===== src/rtl/spi_arbiter_if.sv =====
// Engine-side handshake between spi_arbiter (master) and the SPI shift engine (slave).
interface spi_arbiter_if;
  logic        spi_start;
  logic        spi_target;
  logic [23:0] spi_frame;
  logic        spi_done;
  logic [7:0]  spi_rdata;

  modport master (output spi_start, spi_target, spi_frame, input spi_done, spi_rdata);
  modport slave  (input spi_start, spi_target, spi_frame, output spi_done, spi_rdata);
endinterface


===== src/rtl/spi_arbiter.sv =====
// Round-robin sharing of one SPI shift engine between DAC writes and ADC reads/writes,
// with request latching, frame formatting, done timeout and ADC readback return.
module spi_arbiter #(
  parameter int unsigned TIMEOUT_CYCLES = 1024,
  parameter int unsigned TO_W           = 10,
  parameter logic [2:0]  DAC_CMD        = 3'b011
) (
  input  logic          clk,
  input  logic          reset_n,
  input  logic          dac_request_write,
  input  logic [4:0]    dac_address,
  input  logic [11:0]   dac_data,
  input  logic          adc_request_write,
  input  logic          adc_request_read,
  input  logic [15:0]   adc_address,
  input  logic [7:0]    adc_data,
  output logic [7:0]    adc_data_readback,
  output logic          adc_readback_valid,
  output logic          spi_busy,
  spi_arbiter_if.master spi,
  input  logic          err_clear,
  output logic          overflow_err,
  output logic          timeout_err
);
  typedef enum logic [1:0] {IDLE, LAUNCH, WAIT, FINISH} state_t;

  state_t          state;
  logic            dac_pend, adc_pend;
  logic [23:0]     dac_hold, adc_hold;
  logic            last_grant;            // 1 = ADC
  logic [TO_W-1:0] to_cnt;

  logic dac_pend_eff, adc_pend_eff, dac_take, adc_take, adc_take_rd;
  logic drop, to_hit, grant_adc, busy_next;
  logic unused_addr_bits;

  assign unused_addr_bits = ^adc_address[15:13];

  // A pend bit being cleared in LAUNCH counts as free, so a same-cycle pulse is accepted.
  always_comb begin
    dac_pend_eff = dac_pend & ~(state == LAUNCH && !spi.spi_target);
    adc_pend_eff = adc_pend & ~(state == LAUNCH &&  spi.spi_target);
    dac_take     = dac_request_write & ~dac_pend_eff;
    adc_take     = (adc_request_write | adc_request_read) & ~adc_pend_eff;
    adc_take_rd  = adc_request_read & ~adc_request_write;
    drop         = (dac_request_write & dac_pend_eff)
                 | ((adc_request_write | adc_request_read) & adc_pend_eff)
                 | (adc_request_write & adc_request_read);
    to_hit       = (state == WAIT) && !spi.spi_done
                 && (to_cnt == TO_W'(TIMEOUT_CYCLES - 1));
    grant_adc    = adc_pend & (~dac_pend | ~last_grant);
    busy_next    = dac_request_write | adc_request_write | adc_request_read
                 | dac_pend_eff | adc_pend_eff
                 | (state == LAUNCH) | ((state == WAIT) && !to_hit);
  end

  always_ff @(posedge clk or negedge reset_n) begin
    if (!reset_n) begin
      state              <= IDLE;
      dac_pend           <= 1'b0;
      adc_pend           <= 1'b0;
      dac_hold           <= '0;
      adc_hold           <= '0;
      last_grant         <= 1'b1;
      to_cnt             <= '0;
      adc_data_readback  <= '0;
      adc_readback_valid <= 1'b0;
      spi_busy           <= 1'b0;
      spi.spi_start      <= 1'b0;
      spi.spi_target     <= 1'b0;
      spi.spi_frame      <= '0;
      overflow_err       <= 1'b0;
      timeout_err        <= 1'b0;
    end else begin
      spi.spi_start      <= 1'b0;
      adc_readback_valid <= 1'b0;
      spi_busy           <= busy_next;

      case (state)
        IDLE: begin
          if (dac_pend || adc_pend) begin
            spi.spi_target <= grant_adc;
            spi.spi_frame  <= grant_adc ? adc_hold : dac_hold;
            spi.spi_start  <= 1'b1;
            state          <= LAUNCH;
          end
        end
        LAUNCH: begin
          if (spi.spi_target) adc_pend <= 1'b0;
          else                dac_pend <= 1'b0;
          last_grant <= spi.spi_target;
          to_cnt     <= '0;
          state      <= WAIT;
        end
        WAIT: begin
          if (spi.spi_done) begin
            // Frame bit 23 of an ADC frame is the read flag.
            if (spi.spi_target && spi.spi_frame[23]) begin
              adc_data_readback  <= spi.spi_rdata;
              adc_readback_valid <= 1'b1;
            end
            state <= FINISH;
          end else if (to_hit) begin
            state <= IDLE;
          end else begin
            to_cnt <= to_cnt + TO_W'(1);
          end
        end
        FINISH: state <= IDLE;
        default: state <= IDLE;
      endcase

      // Capture follows the FSM so a new pulse overrides a LAUNCH-cycle clear.
      if (dac_take) begin
        dac_pend <= 1'b1;
        dac_hold <= {DAC_CMD, dac_address, dac_data, 4'b0000};
      end
      if (adc_take) begin
        adc_pend <= 1'b1;
        adc_hold <= {adc_take_rd, 2'b00, adc_address[12:0],
                     adc_take_rd ? 8'h00 : adc_data};
      end

      if (err_clear) begin
        overflow_err <= 1'b0;
        timeout_err  <= 1'b0;
      end
      if (drop)   overflow_err <= 1'b1;
      if (to_hit) timeout_err  <= 1'b1;
    end
  end
endmodule


===== src/flat_wrapper.sv =====
// flat-port wrapper written by rule: the top's interface ports become plain ports
module spi_arbiter_flat 
#(
  parameter int unsigned TIMEOUT_CYCLES = 1024,
  parameter int unsigned TO_W           = 10,
  parameter logic [2:0]  DAC_CMD        = 3'b011
)
  (clk, reset_n, dac_request_write, dac_address, dac_data, adc_request_write, adc_request_read, adc_address, adc_data, adc_data_readback, adc_readback_valid, spi_busy, err_clear, overflow_err, timeout_err, spi_spi_start, spi_spi_target, spi_spi_frame, spi_spi_done, spi_spi_rdata);
  spi_arbiter_if spi_i ();
  input  logic clk;
  input  logic reset_n;
  input  logic dac_request_write;
  input  logic [4:0] dac_address;
  input  logic [11:0] dac_data;
  input  logic adc_request_write;
  input  logic adc_request_read;
  input  logic [15:0] adc_address;
  input  logic [7:0] adc_data;
  output logic [7:0] adc_data_readback;
  output logic adc_readback_valid;
  output logic spi_busy;
  input  logic err_clear;
  output logic overflow_err;
  output logic timeout_err;
  output wire logic [$bits(spi_i.spi_start)-1:0] spi_spi_start;
  output wire logic [$bits(spi_i.spi_target)-1:0] spi_spi_target;
  output wire logic [$bits(spi_i.spi_frame)-1:0] spi_spi_frame;
  input wire logic [$bits(spi_i.spi_done)-1:0] spi_spi_done;
  input wire logic [$bits(spi_i.spi_rdata)-1:0] spi_spi_rdata;
  assign spi_spi_start = spi_i.spi_start;
  assign spi_spi_target = spi_i.spi_target;
  assign spi_spi_frame = spi_i.spi_frame;
  assign spi_i.spi_done = spi_spi_done;
  assign spi_i.spi_rdata = spi_spi_rdata;
  spi_arbiter #(.TIMEOUT_CYCLES(TIMEOUT_CYCLES), .TO_W(TO_W), .DAC_CMD(DAC_CMD)) u_core (.clk(clk), .reset_n(reset_n), .dac_request_write(dac_request_write), .dac_address(dac_address), .dac_data(dac_data), .adc_request_write(adc_request_write), .adc_request_read(adc_request_read), .adc_address(adc_address), .adc_data(adc_data), .adc_data_readback(adc_data_readback), .adc_readback_valid(adc_readback_valid), .spi_busy(spi_busy), .spi(spi_i), .err_clear(err_clear), .overflow_err(overflow_err), .timeout_err(timeout_err));
endmodule

===== config.mk =====
export PLATFORM = sky130hd
export DESIGN_NAME = spi_arbiter_flat
export DESIGN_NICKNAME = d
export VERILOG_FILES = /design/src/rtl/spi_arbiter_if.sv /design/src/rtl/spi_arbiter.sv /design/src/flat_wrapper.sv
export SDC_FILE = /design/constraint.sdc
export NUM_CORES = 1
export LEC_CHECK = 0
export CORE_ASPECT_RATIO = 1.75
export CORE_MARGIN = 2
export CORE_UTILIZATION = 45
export DETAILED_ROUTE_END_ITERATION = 10
export PLACE_DENSITY = 0.77
export SLEW_MARGIN = 20
export SYNTH_ARGS = -nofsm -noshare
export SYNTH_HDL_FRONTEND = slang
export SYNTH_SLANG_ARGS = --single-unit

===== constraint.sdc =====
create_clock -name clk -period 2.2 [get_ports clk]
set_input_delay 0.33 -clock clk [delete_from_list [all_inputs] [get_ports clk]]
set_output_delay 0.33 -clock clk [all_outputs]
set_load 0.005 [all_outputs]

# Word level (Yosys, flattened, before mapping)
# Index checks and enable logic that the tools add are counted.
[word_totals] word_cells=97 reg_bits=93 inputBits=56
[classes] addsub=1 bitwise_logic=26 n_reduce_logical=23 n_eq_ne=9 muxes=23
[ops] operator="24-bit 2-to-1 mux" n=1
[ops] operator="10-bit 2-to-1 mux" n=2
[ops] operator="10-bit one-hot mux with 2 select lines" n=1
[ops] operator="1-bit 2-to-1 mux" n=14
[ops] operator="2-bit nonzero test" n=6
[ops] operator="10-bit by 1-bit adder with 10-bit output, second input constant" n=1
[ops] operator="10-bit == test, second input constant" n=1
[ops] operator="1-bit bitwise OR" n=10
[ops] operator="1-bit AND" n=9
[ops] operator="8-bit 2-to-1 mux" n=1
[ops] operator="2-bit one-hot mux with 4 select lines" n=1
[ops] operator="2-bit AND reduction" n=4
[ops] operator="1-bit inverter" n=7
[ops] operator="1-bit logical AND" n=6
[ops] operator="2-bit 2-to-1 mux" n=3
[ops] operator="2-bit inequality test, second input constant" n=3
[ops] operator="3-bit AND reduction" n=2
[ops] operator="2-bit == test, second input constant" n=2
[ops] operator="1-bit logical NOT" n=3
[ops] operator="3-bit by 2-bit inequality test with 1-bit output, second input constant" n=1
[ops] operator="2-bit by 1-bit == test with 1-bit output, second input constant" n=1
[ops] operator="2-bit logical NOT" n=1
[ops] operator="2-bit by 1-bit inequality test with 1-bit output, second input constant" n=1
[ops] operator="1-bit logical OR" n=1

# Logic depth before layout (Yosys ltp)
[logic_depth] ltp_word=8 ltp_mapped=6 mapped_depth_nobuf=5

# Least setup slack after synthesis
# Ideal clock, no wire load.
[synth_timing] kind="register to register" from="register u_core.to_cnt[0]" to="register u_core.spi_busy" setup_slack_ns=0.414 arrival_time_ns=1.648 period_less_slack_ns=1.786 setup_ns=0.139 stages_incl_launch_ff=6 path_buffers=0 cell_sequence="dfrtp_1 -> ha_1 -> nand3_1 -> or3_1 -> o21a_1 -> or4_1"
[synth_via] elab_chain_cells=5
[synth_rtl] element="start, declared" line="spi_arbiter.sv:31" source="logic [TO_W-1:0] to_cnt;"
[synth_rtl] element="start signal, assigned" line="spi_arbiter.sv:106" source="to_cnt <= to_cnt + TO_W'(1);"
[synth_rtl] element="10-bit == test" line="spi_arbiter.sv:50" source="&& (to_cnt == TO_W'(TIMEOUT_CYCLES - 1));"
[synth_rtl] element="1-bit logical AND" line="spi_arbiter.sv:50"
[synth_rtl] element="1-bit logical NOT" line="spi_arbiter.sv:54" source="| (state == LAUNCH) | ((state == WAIT) && !to_hit);"
[synth_rtl] element="1-bit logical AND" line="spi_arbiter.sv:54"
[synth_rtl] element="1-bit bitwise OR" line="spi_arbiter.sv:54"
[synth_rtl] element="named net u_core.busy_next" line="spi_arbiter.sv:34" source="logic drop, to_hit, grant_adc, busy_next;"
[synth_rtl] element="end signal, assigned" line="spi_arbiter.sv:77" source="spi_busy <= busy_next;"
[synth_rtl] element="end, declared" line="spi_arbiter.sv:19" source="output logic spi_busy,"
# The timed path passes the listed nets, and every way through them passes these cells.
# A chain may end at the register's enable or synchronous reset.

# Final worst setup path
# Same ends and word-level chain as after synthesis.

==> flow_metrics.py <==
metrics = {
    "critical_path": {
        "worst_path_largest_cell_delay_ps": 500,
        "crit_fanout": 5,
        "cp_cell_sequence": "ha_1, nand3_1, or3_1, o21a_1, or4_1",
        "critPathRequiredTime_ps": 2410,
        "worstRegToRegCells": 5,
        "r2r_slack_ps": 270,
        "startpoint_type": "flip-flop",
        "r2r_start": "u_core.to_cnt[0]",
        "crit_path_end_kind": "flip-flop",
        "slowest_stage": "or4_1",
        "worstSetupPathType": "reg2reg",
        "cp_num_buf_inv": 0,
        "critical_path.top_delay_family": "simple AND/OR/NAND/NOR gates",
        "timing.rr.end": "u_core.spi_busy",
        "critical_path_arrival_ps": 2140,
    },
    "placement": {
        "place_ws_ps": 134,
        "io_buffers": 90,
        "gp_congestion": 0.903,
        "place_hpwl_mm": 5.95,
        "postPlaceCellArea_um2": 4850,
    },
    "timing": {
        "tightest_slew_ps": 1030,
        "hold_violations": 0,
        "period_share_pct": 87.9,
        "setup_slack_ps": 267,
        "skew_ps": 9.16,
        "slew_headroom_pct": 30.9,
        "period_minus_slack_ps": 1930,
        "setup_tns_ps": 0,
        "slew_violations": 0,
        "max_freq_mhz": 517,
        "rsz0062_at_grt": "no",
        "setup_viol": 0,
    },
    "routing": {
        "drc": 0,
        "wirelength_mm": 8.34,
        "routedWlPerCell_um": 16.8,
        "drt_iter0_drc": 125,
        "vias_per_cell": 5.39,
        "antenna_left": 0,
        "vias": 2681,
        "drtPass1Iterations": 4,
    },
    "synth": {
        "synth_async_sr_flop_share_pct": 100,
        "synth-simple-area-share_pct": 9.88,
        "yosysSeqAreaShare_pct": 60.4,
        "netlist_instances": 307,
        "synth_warnings": 0,
        "netlist_top_cells_area": "dfrtp_1, mux2_2, mux2i_1",
        "synth_top_area_share_pct": 59.7,
        "synth_fp_nets": 364,
        "avgSynthCellArea_um2": 12.4,
        "synth_compound_area_share_pct": 10.6,
        "yosysMostFrequentCell": "dfrtp_1",
        "synth_area_leader_cell": "dfrtp_1",
        "synthDistinctLibCells": 43,
        "yosys-top-cells-count": "dfrtp_1, mux2_2, nand2_1",
        "ys_ff_latch": 92,
        "synth-xor-area-share_pct": 0,
        "muxShareOfSynthArea_pct": 16.2,
        "synth_fa_ha_area_share_pct": 0.328,
        "syn_area_um2": 3810,
        "synth-edff-count": 0,
        "synthFlopType": "dfrtp_1",
        "synth_top_family_by_area": "multiplexers",
    },
    "cts": {
        "insertion_delay_ps": 340,
        "postCtsSetupBuffers": 0,
        "htreeDepth": 3,
        "cts_tree": "yes",
        "clkSlewWorstSetupHoldPaths_ps": 70,
        "clock_path_buffers": 2,
        "cts_sinks": 92,
        "numCtsBuffers": 9,
        "clock-root-buffer": "clkbuf_16",
    },
    "pwr": {
        "p_leak_nw": 2.29,
        "irDropWorstVdd_uv": 744,
        "power.density_nw_per_um2": 1310,
    },
    "global_routing": {
        "grt-ovfl-total": 0,
        "antenna_found_initial": 0,
        "track_usage_pct": 19.8,
        "grt_pass1_wl_mm": 14.1,
        "grt_max_degree": 44,
        "grt_pass1_vias": 2850,
    },
    "final_layout": {
        "stdcell_area_um2": 5160,
        "fin_nets": 457,
        "diodes": 0,
        "area_delta_synth_final_pct": 35.5,
        "drive_gt1_share_pct": 17.0,
    },
    "min_path": {
        "hp-class": "reg2reg",
        "whs_path_depth": 1,
        "min_to": "u_core.dac_hold[21]",
        "hp-start": "u_core.dac_hold[21]",
    },
    "floorplan": {
        "die_w_um": 73.6,
        "dieArea_um2": 9250,
        "pin_count": 94,
        "design.core.area_um2": 8260,
        "start_util_pct": 46.2,
        "row_count": 44,
        "die_h_um": 126,
    },
    "job": {
        "maxCapViolCount": 0,
    },
    "run_status": {
        "status": "completed",
    },
}
cell type report:
type	count	area (um^2)
sequential	92	2300
multi-input combinational	192	1430
fill	662	3090
clock buffer	9	225
timing repair buffer	100	1000
tap	92	115
inverter	5	18.8
clock inverter	7	76.3
worst max path at each step:
stage | slack [ps] | endpoint | startpoint | cells past startpoint
floorplan | 410 | u_core.spi_busy | u_core.to_cnt[0] | 5
global placement | 170 | u_core.to_cnt[7] | spi_spi_done | 5
detailed placement | 130 | u_core.to_cnt[9] | spi_spi_done | 5
CTS | 270 | u_core.spi_busy | u_core.to_cnt[0] | 5
global route | 170 | u_core.to_cnt[9] | u_core.state[1] | 4
finish | 270 | u_core.spi_busy | u_core.to_cnt[0] | 5
state kept, by name, indices dropped and copies added (netlist names), 2 cells and up:
| signal | count |
|---|---|
| u_core.spi.spi_frame | 23 |
| u_core.adc_hold | 22 |
| u_core.dac_hold | 18 |
| u_core.to_cnt | 10 |
| u_core.adc_data_readback | 8 |
| u_core.state | 2 |
placed cells by master, fill, tap and decap left out, types with 2 or more instances in the layout:
cell,instances
mux2_1,4
buf_4,8
a22o_1,14
nor4_2,2
mux2i_1,19
clkbuf_16,9
clkinvlp_4,2
o311ai_0,3
nand3_1,5
nor2b_1,3
dfrtp_1,91
buf_12,2
a31o_1,3
nor3_1,6
a21oi_1,8
mux2_2,34
nand2_1,34
clkinv_4,2
o21ai_1,18
nand2b_1,4
and2_1,3
o22ai_1,3
inv_1,4
nor2_1,9
clkdlybuf4s50_1,89
repair_timing:
item,4_1_cts,5_1_grt
hold endpoints to repair,34,0
resized for setup,0,0
hold buffers,1,0
per-stage QoR:
stage	cells	hold WS [ps]	util, %	total power, mW
after floorplan	307	34.4	-	4.19
after global placement	480	328	58.8	5.18
after detailed placement	480	330	58.8	5.29
after CTS	497	483	62.5	6.85
after global routing	497	514	62.5	7.21
final	497	479	62.5	6.77
report_power, final:
group	leakage [nW]	switching [mW]	internal (mW)
Sequential	1.14	0.431	2.38
Clock	0.142	0.656	0.886
Combinational	1.02	1.03	1.38
kinds of logic after synthesis:
kind of cell | count (synthesis)
flops | 92
simple gates | 75
compound gates | 59
mux | 57
buf+inv | 23
fa+ha+maj | 1
per-layer routing:
| metal | part of all wire (%) | GRT usage, % | wire length [um] |
|---|---|---|---|
| met3 | 5.2 | 5.04 | 435 |
| met1 | 39 | 24.1 | 3230 |
| met4 | 1.9 | 7.27 | 157 |
| met5 | 0 | 0 | 0 |
| met2 | 54 | 33.1 | 4520 |
(Power assumes the default switching activity.)
